$ cat config.mk
export PLATFORM = sky130hd
export DESIGN_NAME = muldiv_unit
export DESIGN_NICKNAME = d
export VERILOG_FILES = /design/src/rtl/muldiv_unit.sv
export SDC_FILE = /design/constraint.sdc
export NUM_CORES = 1
export LEC_CHECK = 0
export ABC_AREA = 1
export BUFFER_PORTS_ARGS = -buffer_cell sky130_fd_sc_hd__buf_2
export CAP_MARGIN = 5
export CELL_PAD_IN_SITES_DETAIL_PLACEMENT = 1
export CELL_PAD_IN_SITES_GLOBAL_PLACEMENT = 1
export CORE_MARGIN = 3
export CORE_UTILIZATION = 25
export DETAILED_ROUTE_END_ITERATION = 6
export PLACE_DENSITY = 0.54
export REMOVE_ABC_BUFFERS = 1
export SYNTH_ARGS = -nofsm -noshare
export SYNTH_HDL_FRONTEND = slang
export SYNTH_SLANG_ARGS = --single-unit
$ cat constraint.sdc
create_clock -name clk -period 6.9 [get_ports clk]
set_input_delay 1.38 -clock clk [delete_from_list [all_inputs] [get_ports clk]]
set_output_delay 1.38 -clock clk [all_outputs]
set_load 0.005 [all_outputs]
$ cat src/rtl/muldiv_unit.sv
// Iterative RV32M/RV64M multiply/divide unit: shift-add multiply, restoring divide, one bit per cycle.
// Ports: clk, rst (async, active-low), start/flush/md_op (active-low), opr_1/opr_2 in; busy/done (active-low), result out.
// Optional MULDIV_EARLY_OUT_EN: multiply finishes as soon as the multiplier runs out of set bits.
module muldiv_unit #(
    parameter int XLEN  = 32,
    parameter int CNT_W = $clog2(XLEN) + 1
) (
    input  logic            clk,
    input  logic            rst,
    input  logic            start,
    input  logic            flush,
    input  logic [7:0]      md_op,
    input  logic [XLEN-1:0] opr_1,
    input  logic [XLEN-1:0] opr_2,
    output logic            busy,
    output logic            done,
    output logic [XLEN-1:0] result
);
    localparam int W2 = 2 * XLEN;
    localparam logic [XLEN-1:0] MIN_NEG = {1'b1, {(XLEN-1){1'b0}}};

    typedef enum logic [1:0] {
        S_IDLE,
        S_CALC,
        S_DONE
    } state_e;

    state_e           state_q, state_d;
    logic [W2-1:0]    acc_q, acc_d;
    logic [W2-1:0]    mcand_q, mcand_d;
    logic [XLEN-1:0]  mplier_q, mplier_d;
    logic [XLEN-1:0]  rem_q, rem_d;
    logic [XLEN-1:0]  quo_q, quo_d;
    logic [XLEN-1:0]  dvsr_q, dvsr_d;
    logic [XLEN-1:0]  result_q, result_d;
    logic [CNT_W-1:0] cnt_q, cnt_d;
    logic             is_mul_q, is_mul_d;
    logic             is_hi_q, is_hi_d;
    logic             is_rem_q, is_rem_d;
    logic             neg_q, neg_d;

    // op decode
    logic [7:0]      oh;
    logic            one_hot;
    logic            dec_mul, dec_hi, dec_rem;
    logic            sgn_a, sgn_b;
    logic            neg_a, neg_b;
    logic [XLEN-1:0] mag_a, mag_b;

    always_comb begin
        oh      = ~md_op;
        one_hot = (oh != 8'd0) && ((oh & (oh - 8'd1)) == 8'd0);
        dec_mul = 1'b0;
        dec_hi  = 1'b0;
        dec_rem = 1'b0;
        sgn_a   = 1'b0;
        sgn_b   = 1'b0;
        if (one_hot) begin
            unique case (1'b1)
                oh[7]: begin dec_mul = 1'b1; sgn_a = 1'b1; sgn_b = 1'b1; end
                oh[6]: begin dec_mul = 1'b1; dec_hi = 1'b1; sgn_a = 1'b1; sgn_b = 1'b1; end
                oh[5]: begin dec_mul = 1'b1; dec_hi = 1'b1; sgn_a = 1'b1; end
                oh[4]: begin dec_mul = 1'b1; dec_hi = 1'b1; end
                oh[3]: begin sgn_a = 1'b1; sgn_b = 1'b1; end
                oh[2]: ;
                oh[1]: begin dec_rem = 1'b1; sgn_a = 1'b1; sgn_b = 1'b1; end
                oh[0]: dec_rem = 1'b1;
                default: ;
            endcase
        end
        neg_a = sgn_a & opr_1[XLEN-1];
        neg_b = sgn_b & opr_2[XLEN-1];
        mag_a = neg_a ? -opr_1 : opr_1;
        mag_b = neg_b ? -opr_2 : opr_2;
    end

    // one iteration of each algorithm
    logic [W2-1:0]   acc_n, prod;
    logic [XLEN:0]   rem_sh, sub;
    logic            ge;
    logic [XLEN-1:0] rem_n, quo_n, mplier_n, calc_res;
    logic            last;

    always_comb begin
        acc_n    = mplier_q[0] ? acc_q + mcand_q : acc_q;
        // sign applied to the full product so the high half is correct
        prod     = neg_q ? -acc_n : acc_n;
        mplier_n = mplier_q >> 1;
        rem_sh   = {rem_q, quo_q[XLEN-1]};
        sub      = rem_sh - {1'b0, dvsr_q};
        // partial remainder is always < divisor, so a borrow means rem_sh < divisor
        ge       = ~sub[XLEN];
        rem_n    = ge ? sub[XLEN-1:0] : rem_sh[XLEN-1:0];
        quo_n    = {quo_q[XLEN-2:0], ge};
        if (is_mul_q)
            calc_res = is_hi_q ? prod[W2-1:XLEN] : prod[XLEN-1:0];
        else if (is_rem_q)
            calc_res = neg_q ? -rem_n : rem_n;
        else
            calc_res = neg_q ? -quo_n : quo_n;
        last = (cnt_q == CNT_W'(1));
`ifdef MULDIV_EARLY_OUT_EN
        last = last | (is_mul_q && (mplier_n == '0));
`endif
    end

    always_comb begin
        state_d  = state_q;
        acc_d    = acc_q;
        mcand_d  = mcand_q;
        mplier_d = mplier_q;
        rem_d    = rem_q;
        quo_d    = quo_q;
        dvsr_d   = dvsr_q;
        result_d = result_q;
        cnt_d    = cnt_q;
        is_mul_d = is_mul_q;
        is_hi_d  = is_hi_q;
        is_rem_d = is_rem_q;
        neg_d    = neg_q;
        unique case (state_q)
            S_IDLE: begin
                if (flush && !start && one_hot) begin
                    is_mul_d = dec_mul;
                    is_hi_d  = dec_hi;
                    is_rem_d = dec_rem;
                    neg_d    = dec_rem ? neg_a : (neg_a ^ neg_b);
                    cnt_d    = CNT_W'(XLEN);
                    acc_d    = '0;
                    mcand_d  = {{XLEN{1'b0}}, mag_a};
                    mplier_d = mag_b;
                    rem_d    = '0;
                    quo_d    = mag_a;
                    dvsr_d   = mag_b;
                    state_d  = S_CALC;
                    if (!dec_mul && (opr_2 == '0)) begin
                        result_d = dec_rem ? opr_1 : '1;
                        state_d  = S_DONE;
                    end else if (!dec_mul && sgn_a && (opr_1 == MIN_NEG)
                                 && (opr_2 == '1)) begin
                        result_d = dec_rem ? '0 : MIN_NEG;
                        state_d  = S_DONE;
                    end
`ifdef MULDIV_EARLY_OUT_EN
                    else if (dec_mul && (mag_b == '0)) begin
                        result_d = '0;
                        state_d  = S_DONE;
                    end
`endif
                end
            end
            S_CALC: begin
                if (!flush) begin
                    state_d = S_IDLE;
                end else begin
                    cnt_d = cnt_q - CNT_W'(1);
                    if (is_mul_q) begin
                        acc_d    = acc_n;
                        mcand_d  = mcand_q << 1;
                        mplier_d = mplier_n;
                    end else begin
                        rem_d = rem_n;
                        quo_d = quo_n;
                    end
                    if (last) begin
                        result_d = calc_res;
                        state_d  = S_DONE;
                    end
                end
            end
            S_DONE: state_d = S_IDLE;
            default: state_d = S_IDLE;
        endcase
    end

    always_ff @(posedge clk or negedge rst) begin
        if (!rst) begin
            state_q  <= S_IDLE;
            acc_q    <= '0;
            mcand_q  <= '0;
            mplier_q <= '0;
            rem_q    <= '0;
            quo_q    <= '0;
            dvsr_q   <= '0;
            result_q <= '0;
            cnt_q    <= '0;
            is_mul_q <= 1'b0;
            is_hi_q  <= 1'b0;
            is_rem_q <= 1'b0;
            neg_q    <= 1'b0;
        end else begin
            state_q  <= state_d;
            acc_q    <= acc_d;
            mcand_q  <= mcand_d;
            mplier_q <= mplier_d;
            rem_q    <= rem_d;
            quo_q    <= quo_d;
            dvsr_q   <= dvsr_d;
            result_q <= result_d;
            cnt_q    <= cnt_d;
            is_mul_q <= is_mul_d;
            is_hi_q  <= is_hi_d;
            is_rem_q <= is_rem_d;
            neg_q    <= neg_d;
        end
    end

    assign busy   = (state_q == S_IDLE);
    assign done   = (state_q != S_DONE);
    assign result = result_q;

endmodule
==> results.md, run 1 <==
- Status: complete, no violations
- WP buf/inv: 4
- Synth Register Bits: 300
- Instance count of the mapped netlist: 4967
- CP Launch Type: input port
- GR Overflow Total: 0
- Post-Route WL: roughly 140000 µm
- Remaining DRCs: 0
- Clock buffer count from CTS: 45
- Hold Path Class: flip-flop to flip-flop
- Mapped Area: between 20000 and 30000 µm²
- HPWL after DPL: ~110000 µm
- Longest Clk Path Bufs: 3
- Max Slew Vio Count: 0
- All-Layer GR Usage: 0.223
- Yosys cell types: 57
- Initial core utilization: 0.253
- Die Span X: 346 µm
- Max_cap viols: 0
- Final Hold Violating Endpoints: 0
- Sum of negative setup slack: 0 ns
- Boundary pin count: 110
- Clock slew at reported path FFs: roughly 0.06 ns
- Layout overhead on the synthesized area: 12.5%
- Slowest CP cell: inv_2
- Final estimated routing congestion in global placement: approximately 0.9
- Setup Buffers After CTS: 0
- Final setup vio count: 0
- Total Nets Final: approximately 5200
- CTS sink cnt: 300
- Unrepaired setup endpoints after global routing: no
- Core Region: around 110000 µm²
- Vias per inst: approximately 4.9
- CP Data Arrival Time: 5.54 ns
- Die ar.: roughly 120000 µm²
- Crit Path Max Fanout: between 50 and 60
- Syn avg cell area: approximately 5.8 µm²
- Worst-Skew Late Latency: around 0.65 ns
- Initial antenna violation count: 15
- Worst-Margin Slew: 1.08 ns
- Hold_buf cts: 0
- Cell breakdown of the critical path: buf_2, inv_1, ha_1, nand3_1, nor3_2, nand3_1, inv_1, nand3_1, nor2_1, nand2_1, nor2_1, nand3_1, nor2_1, nand2_1, o211ai_1, nand2_1, inv_2, o211ai_1, a21oi_1, a21oi_1
- Vias: approximately 32000
- Yosys Warn Count: 0
- H-tree Lvls: 2
- I/O Buffers: approximately 110
- CTS root buf: clkbuf_16
- First-pass GRT wire length: 205000 µm
- Clock Skews: 0.0188 ns
- Sequential area share after synthesis: 0.259
- ANT nets after route: 0
- Data required, critical path: 7.43 ns
- Most common cell on crit path: nand3_1
- TritonCTS clock tree: built
- Rows: between 100 and 150
- Ratio of cells with drive above 1 in the final layout: 0.0691
- Power per cell area: around 450 nW/µm²
- DR iter-0 viols: between 1500 and 2000
- Post-route minimum period: about 5 ns
- DR WL/cell: approximately 21 µm
- Final Cycle Share: 0.727
- Drt pass-1 iters: 5
- Crit. End Element: flip-flop
- # fillers: between 10000 and 15000
- Worst slew margin: 0.278
- Vias in the first global route: approximately 32000
- Post-synthesis async set-or-reset flop share: 1.00
- Fin util: 0.284
- Critical path class: input port to flip-flop
- Lkg Pwr: around 0.017 µW
- R2r setup slk: 1.93 ns
- Largest net degree at the start of global routing: around 110
- Worst VDD drop: around 0.20 mV
- Dominant register cell in the synthesized netlist: dfrtp_1
- Post_cts resized: 0
- EDFF count, synth: 0
- Die height: roughly 350 µm
- Delay-heaviest family, CP: simple AND/OR/NAND/NOR gates
- Maximum clock frequency: ~0.2 GHz
- Critical path's largest stage delay: between 0.8 and 0.9 ns
- Hold WS: around 0.48 ns
==> metrics by stage <==
| step | area (µm²) | worst slack, ns | cells | total power (µW) |
|---|---|---|---|---|
| 6_report | 32600 | 1.88 | 6555 | 14600 |
| 5_1_grt | 32600 | 1.40 | 6548 | 16000 |
| 4_1_cts | 32600 | 1.88 | 6548 | 14700 |
| 3_5_place_dp | 31000 | 1.21 | 6466 | 12100 |
| 3_3_place_gp | 31000 | 1.35 | 6466 | 12000 |
| 2_1_floorplan | 28300 | -3.33 | 4816 | 8780 |
==> cell families after synthesis <==
family | share of synthesized area
buf+inv | 0.129
fa+ha+maj | 0.0458
xor+xnor | 0.0136
simple gates | 0.394
compound gates | 0.158
flops | 0.259
==> worst paths after layout <==
check / start / end / cells after the start
max in group asynchronous: rst / neg_q / 2
worst max-delay path: opr_1[1] / result[31] / 20
worst min register to register: mplier_q[30] / mplier_q[30] / 2
min in group asynchronous: rst / acc_q[5] / 1
worst min-delay path: mplier_q[30] / mplier_q[30] / 2
worst max register to register: dvsr_q[0] / result[28] / 25
==> worst min-delay path, stage by stage (launching register included) <==
cell and delay (ns):
dfrtp_1 0.34, nand2_1 0.05, nand2_1 0.06
==> layout by cell type (no fill, tap or decap), types with 15 or more instances in the layout <==
cell,synthesis,routed
a21oi_1,279,279
a22oi_1,25,25
a2bb2oi_1,37,37
a31oi_1,15,15
buf_2,46,108
buf_4,8,28
clkbuf_16,0,45
dfrtp_1,300,298
ha_1,103,103
inv_1,783,782
inv_2,25,25
nand2_1,1714,1713
nand2_2,27,27
nand3_1,342,342
nand4_1,57,57
nor2_1,462,459
nor2_2,19,18
nor3_1,52,52
o21ai_0,250,250
o21ai_1,39,39
o22ai_1,112,112
xnor2_1,15,15
xor2_1,30,30
==> final cells by class <==
cell class                 count  area (µm²)  area share
timing repair buffer         138         786      0.0241
tap                         1512        1890      0.0580
antenna                        7        17.5    0.000537
inverter                     809        3040      0.0932
sequential                   300        7510       0.231
clock buffer                  61        1270      0.0388
multi-input combinational   3707       17800       0.545
clock inverter                21         304     0.00933
==> routing by layer <==
metal	GRT usage	up-vias	share of wire
met4	0.0588	8	0.027
li1	-	15900	-
met3	0.0353	137	0.047
met2	0.371	480	0.46
met5	0	-	0.00036
met1	0.301	15400	0.47
==> state kept, by name, summed over array words and instances, names as in the netlist <==
register / flops
acc_q: 64
mcand_q: 64
dvsr_q: 32
mplier_q: 32
quo_q: 32
rem_q: 32
result: 32
cnt_q: 6
state_q: 2
is_hi_q: 1
is_mul_q: 1
is_rem_q: 1
neg_q: 1
==> where the power goes <==
| group | internal (µW) | switching [µW] |
|---|---|---|
| Combinational | 2590 | 6290 |
| Sequential | 2450 | 767 |
| Clock | 1490 | 1040 |
| Total | 6530 | 8090 |
==> Yosys cell counts (12+ instances only) <==
cell type  instances  area (µm²)
xor2_1            30         263
nor2_1           462        1730
a22oi_1           25         188
nor2_2            19         119
buf_2             46         230
inv_2             25        93.8
dfrtp_1          300        7510
nand4_1           57         357
o21ai_1           39         195
inv_1            783        2940
o22ai_1          112         701
buf_1             19        71.3
clkbuf_1          71         267
o21ai_0          250        1250
nand2_2           27         169
xnor2_1           15         131
nor3_1            52         260
a31oi_1           15        93.8
a21oi_1          279        1400
nand2_1         1714        6430
nand3_1          342        1710
a2bb2oi_1         37         324
ha_1             103        1290
nand3b_1          12        90.1
Power figures use the tool's default switching activity.
==> run 2: changes to the inputs <==
- PLACE_DENSITY: 0.54 -> 0.56
- clock period: 6.9 -> 4.3 ns (I/O delays scaled with it)
==> run 2 against run 1 <==
Clock-buffer cell count fell by 6; die area did not move; critical path type is now flip-flop to flip-flop; first-iteration DRC count rose by 15%; total power rose by 67%; cell area rose by 3.4%; flip-flop and latch count did not move; worst hold slack got worse by 0.29 ns; cell count rose by 2.0%; clock power rose by 50%; core utilization rose by 0.97 points; clock skew rose by 0.0097 ns; critical endpoint is now result[30]; combinational power rose by 73%.
==> results.md, run 2 (synthesis results as in run 1) <==
- Largest registers: acc_q: 64 flops, mcand_q: 64 flops
- Initial core utilization: 0.253 (unchanged)
- Crit. End Element: flip-flop
- Core Region: 115000 µm² (unchanged)
- Final Cycle Share: 0.933
- RR Startpoint: mcand_q[6]
- Initial antenna violation count: 19 (+4)
- Status: complete, no violations
- Final Hold Violating Endpoints: 0 (unchanged)
- Critical path class: flip-flop to flip-flop
- # fillers: 15000 (+0.35%)
- All-Layer GR Usage: 0.225 (+0.00183)
- Lkg Pwr: 0.0178 µW (+3.5%)
- Total Power: 24400 µW (+67%)
- Worst slew margin: 0.259 (-0.0197)
- CTS sink cnt: 300 (unchanged)
- CP Data Arrival Time: 4.56 ns (-0.98 ns)
- Worst-Margin Slew: 1.11 ns (+0.0295 ns)
- Drt pass-1 iters: 5 (unchanged)
- First-pass GRT wire length: 208000 µm (+1.2%)
- ANT nets after route: 0 (unchanged)
- Post-Route WL: 138000 µm (+0.87%)
- Vias per inst: 4.88 (+0.42%)
- Max Slew Vio Count: 0 (unchanged)
- Critical Path Source: mcand_q[6]
- Most common cell on crit path: nand2_1
- Remaining DRCs: 0 (unchanged)
- Layout overhead on the synthesized area: 16.3%
- Critical path's largest stage delay: 0.43 ns (-0.44 ns)
- Final estimated routing congestion in global placement: 0.953 (+3.1%)
- Most frequent cells in the layout: nand2_1, inv_1, nor2_1
- I/O Buffers: 109 (unchanged)
- Largest net degree at the start of global routing: 141 (+33%)
- Worst VDD drop: 0.346 mV (+78%)
- Boundary pin count: 110 (unchanged)
- Total Nets Final: 5309 (+2.5%)
- Max_cap viols: 0 (unchanged)
- Rows: 124 (unchanged)
- Commonest non-fill, non-tap cell in the layout: nand2_1
- Vias: 32600 (+2.4%)
- Clock buffer count from CTS: 43 (-4.4%)
- HPWL after DPL: 112000 µm (+0.91%)
- CP Launch Type: flip-flop
- DR iter-0 viols: 2090 (+15%)
- TritonCTS clock tree: built
- Clock Skews: 0.0285 ns (+0.00965 ns)
- CTS root buf: clkbuf_16
- Data required, critical path: 4.85 ns (-2.58 ns)
- Longest Clk Path Bufs: 3 (unchanged)
- GR Overflow Total: 0 (unchanged)
- Post-route cell area: 33700 µm² (+3.4%)
- Maximum clock frequency: roughly 0.25 GHz
- Crit Path Max Fanout: 6 (-89%)
- Slowest CP cell: dfrtp_1
- Ratio of cells with drive above 1 in the final layout: 0.101 (+0.0315)
- Pre-CTS WS: -0.0227 ns (-1.24 ns)
- Area after DPL: 32100 µm² (+3.4%)
- Post-route minimum period: ~4.0 ns
- Die ar.: 120000 µm² (unchanged)
- H-tree Lvls: 2 (unchanged)
- Worst setup margin: 0.287 ns (-1.60 ns)
- Final setup vio count: 0 (unchanged)
- Die Span X: 346 µm (unchanged)
- Hold_buf cts: 0 (unchanged)
- Unrepaired setup endpoints after global routing: yes
- Hold Path Class: input port to async pin
- Power per cell area: 723 nW/µm² (+61%)
- Vias in the first global route: 32800 (+2.0%)
- Hold WS: 0.195 ns (-0.289 ns)
- Cell breakdown of the critical path: ha_1, buf_4, nand2_1, inv_1, a21oi_1, nand2_1, nand2_1, nand3_1, nand2_1, nand2_1, o21ai_4, nand2_1, nor2_1, nand2_1, o21ai_2, nand2_1, nor2_2, buf_4, nand2_1, nand2_1, nand3_1, a21oi_2, nor2_1, nor2_1
- Worst-Skew Late Latency: 0.63 ns (-0.02 ns)
- DR WL/cell: 20.6 µm (-1.1%)
- Die height: 346 µm (unchanged)
- Clock slew at reported path FFs: 0.06 ns (about the same)
-- run 2: power breakdown --
group / switching (µW) / internal (µW)
clock: 1590 / 2190
sequential: 1220 / 3930
combinational: 10500 / 4950
total: 13300 / 11100
-- run 2: worst max-delay path: cells and delay by family (launching register included) --
kind	cells	cell delay [ns]
flops	1	0.43
buf+inv	3	0.37
compound gates	4	0.91
fa+ha+maj	1	0.36
simple gates	16	1.83
-- run 2: routing by layer --
| metal | share of wire | wire length, µm | global-route usage | vias to the layer above |
|---|---|---|---|---|
| met4 | 0.035 | 4780 | 0.0727 | 8 |
| li1 | - | - | - | 16100 |
| met5 | 0.00038 | 53 | 0 | - |
| met1 | 0.47 | 64400 | 0.305 | 15800 |
| met3 | 0.046 | 6380 | 0.0314 | 148 |
| met2 | 0.45 | 62200 | 0.368 | 550 |
-- run 2: worst paths after layout --
kind	cells past startpoint	to	slack, ns
min	1	acc_q[10]	0.19
max in group asynchronous	2	neg_q	3.02
max	24	result[30]	0.29
min in group clk	2	mplier_q[30]	0.47
min reg2reg	2	mplier_q[30]	0.47
max reg2reg	24	result[30]	0.29
-- run 2: metrics by stage --
step / TNS [ns] / std cells / utilization
final: 0 / 6683 / 0.294
after global routing: -0.0483 / 6672 / 0.294
after CTS: 0 / 6669 / 0.292
after detailed placement: -0.0227 / 6593 / 0.280
after global placement: 0 / 6593 / 0.280
after floorplan: -1129.15 / 4816 / -
-- run 2: final cells by class --
class,instances,area (µm²),share of cell area
repair buffers,267,1850,0.0550
well taps,1512,1890,0.0561
multi-input cells,3707,17900,0.532
inverters,809,3040,0.0901
diodes,12,30.0,0.000891
clock buffers,55,1180,0.0351
clock inverters,21,249,0.00739
flip-flops and latches,300,7520,0.223
-- run 2: what timing repair did --
| item | in CTS | in global routing |
|---|---|---|
| gates resized for setup | 1 | 52 |
| pin swaps | 0 | 3 |
| endpoints found under the setup margin | 1 | 28 |
| setup buffers | 0 | 2 |
| hold endpoints to repair | 0 | 0 |
==> run 3: changes to the inputs <==
- CTS_BUF_LIST: default -> sky130_fd_sc_hd__clkbuf_16
==> run 3 against run 2 <==
Combinational power barely moved; flip-flop and latch count did not move; via count barely moved; clock skew fell by 0.0011 ns; clock-buffer cell count fell by 11; total power fell by 0.39%.
==> results.md, run 3 (synthesis results as in run 1) <==
- Status: complete, no violations
- HPWL after DPL: 112000 µm (unchanged)
- Clock buffer count from CTS: 43 (unchanged)
- Max Slew Vio Count: 0 (unchanged)
- CP Launch Type: flip-flop
- DR iter-0 viols: 1924 (-7.9%)
- Initial core utilization: 0.253 (unchanged)
- Largest registers: acc_q: 64 flops, mcand_q: 64 flops
- DR WL/cell: 20.6 µm (about the same)
- Drt pass-1 iters: 5 (unchanged)
- Worst VDD drop: 0.346 mV (-0.15%)
- ANT nets after route: 0 (unchanged)
- CP Data Arrival Time: 4.56 ns (about the same)
- Hold WS: 0.208 ns (+0.0128 ns)
- Worst setup margin: 0.281 ns (-0.00629 ns)
- Crit. End Element: flip-flop
- Core Region: 115000 µm² (unchanged)
- Worst slew margin: 0.245 (-0.0133)
- CTS root buf: clkbuf_16
- Longest Clk Path Bufs: 3 (unchanged)
- Initial antenna violation count: 19 (unchanged)
- Vias per inst: 4.88 (about the same)
- Post-route cell area: 33700 µm² (about the same)
- Most frequent cells in the layout: nand2_1, inv_1, nor2_1
- Crit Path Max Fanout: 5 (-1)
- Data required, critical path: 4.85 ns (about the same)
- Final estimated routing congestion in global placement: 0.953 (unchanged)
- Total Power: 24300 µW (-0.39%)
- Final Hold Violating Endpoints: 0 (unchanged)
- Max_cap viols: 0 (unchanged)
- Rows: 124 (unchanged)
- Vias in the first global route: 32800 (-0.0030%)
- Fin util: 0.294 (about the same)
- TritonCTS clock tree: built
- Critical path class: flip-flop to flip-flop
- First-pass GRT wire length: 207000 µm (about the same)
- I/O Buffers: 109 (unchanged)
- Hold_buf cts: 0 (unchanged)
- Die height: 346 µm (unchanged)
- Boundary pin count: 110 (unchanged)
- Final Cycle Share: 0.935 (+0.00146)
- Die Span X: 346 µm (unchanged)
- CTS sink cnt: 300 (unchanged)
- All-Layer GR Usage: 0.225 (about the same)
- Total Nets Final: 5309 (unchanged)
- Remaining DRCs: 0 (unchanged)
- Worst-Skew Late Latency: 0.63 ns (about the same)
- Clock slew at reported path FFs: 0.06 ns (about the same)
- Layout overhead on the synthesized area: 16.2% (about the same)
- Area after DPL: 32100 µm² (unchanged)
- Commonest non-fill, non-tap cell in the layout: nand2_1
- Vias: 32600 (+0.064%)
- Ratio of cells with drive above 1 in the final layout: 0.101 (unchanged)
- Clock Skews: 0.0274 ns (-0.00110 ns)
- Maximum clock frequency: 0.249 GHz (-0.16%)
- Power per cell area: 721 nW/µm² (-0.30%)
- Largest net degree at the start of global routing: 141 (unchanged)
- Post-Route WL: 138000 µm (about the same)
- GR Overflow Total: 0 (unchanged)
- Final setup vio count: 0 (unchanged)
- Pre-CTS WS: -0.0227 ns (unchanged)
- Lkg Pwr: 0.0178 µW (about the same)
- H-tree Lvls: 2 (unchanged)
- Post-route minimum period: 4.02 ns (+0.00629 ns)
- Worst-Margin Slew: 1.13 ns (+0.0200 ns)
- Hold Path Class: input port to async pin
- Die ar.: 120000 µm² (unchanged)
[run 3: final timing paths]
kind | from | endpoint | slack (ns) | cells after the start
worst min register to register | mplier_q[30] | mplier_q[30] | 0.47 | 2
worst max-delay path | mcand_q[7] | result[30] | 0.28 | 26
worst min-delay path | rst | acc_q[10] | 0.21 | 1
max in group asynchronous | rst | neg_q | 3.02 | 2
min in group clk | mplier_q[30] | mplier_q[30] | 0.47 | 2
worst max register to register | mcand_q[7] | result[30] | 0.28 | 26
[run 3: routing by layer]
| layer | share of wire | GRT usage |
|---|---|---|
| met5 | 0.00038 | 0 |
| met4 | 0.035 | 0.0743 |
| met3 | 0.049 | 0.0314 |
| met2 | 0.45 | 0.368 |
| met1 | 0.46 | 0.305 |
[run 3: area by class of cell]
cell class / instances / area [µm²]
multi-input cells: 3707 / 18000
inverters: 809 / 3040
well taps: 1512 / 1890
fillers: 15000 / 81000
diodes: 12 / 30.0
repair buffers: 267 / 1850
flip-flops and latches: 300 / 7520
clock buffers: 44 / 1100
clock inverters: 32 / 290
[run 3: metrics by stage]
step	setup TNS (ns)	std cells
3_5_place_dp	-0.0227	6593
5_1_grt	-0.00875	6672
3_3_place_gp	0	6593
4_1_cts	0	6669
6_report	0	6683
2_1_floorplan	-1129.15	4816
[run 3: worst max-delay path, cell delays in order (launching register included)]
cell and delay (ns):
dfrtp_1 0.44, ha_1 0.37, nand2_1 0.16, inv_1 0.05, nand2_1 0.06, nand2_1 0.10, inv_1 0.11, nand3_2 0.15
nand2_1 0.12, nand2_1 0.13, nand2_1 0.09, nand3_1 0.25, nand2_2 0.20, buf_4 0.13, nand3_1 0.06, nor2_1 0.21
nand2_1 0.10, o21ai_2 0.20, nand2_1 0.16, nor2_2 0.15, buf_4 0.14, nand2_1 0.04, nand2_1 0.06, nand3_1 0.08
a21oi_2 0.21, nor2_1 0.07, nor2_1 0.09
[run 3: repair_timing]
item                                    in CTS  in global routing
setup buffers                                0                  2
gates resized for setup                      1                 56
endpoints found under the setup margin       1                 27
hold endpoints to repair                     0                  0
pin swaps                                    0                  3
[run 3: power by group]
group / total, µW / internal (µW) / switching, µW
sequential: 5150 / 3930 / 1220
clock: 3690 / 2100 / 1590
combinational: 15400 / 4960 / 10500
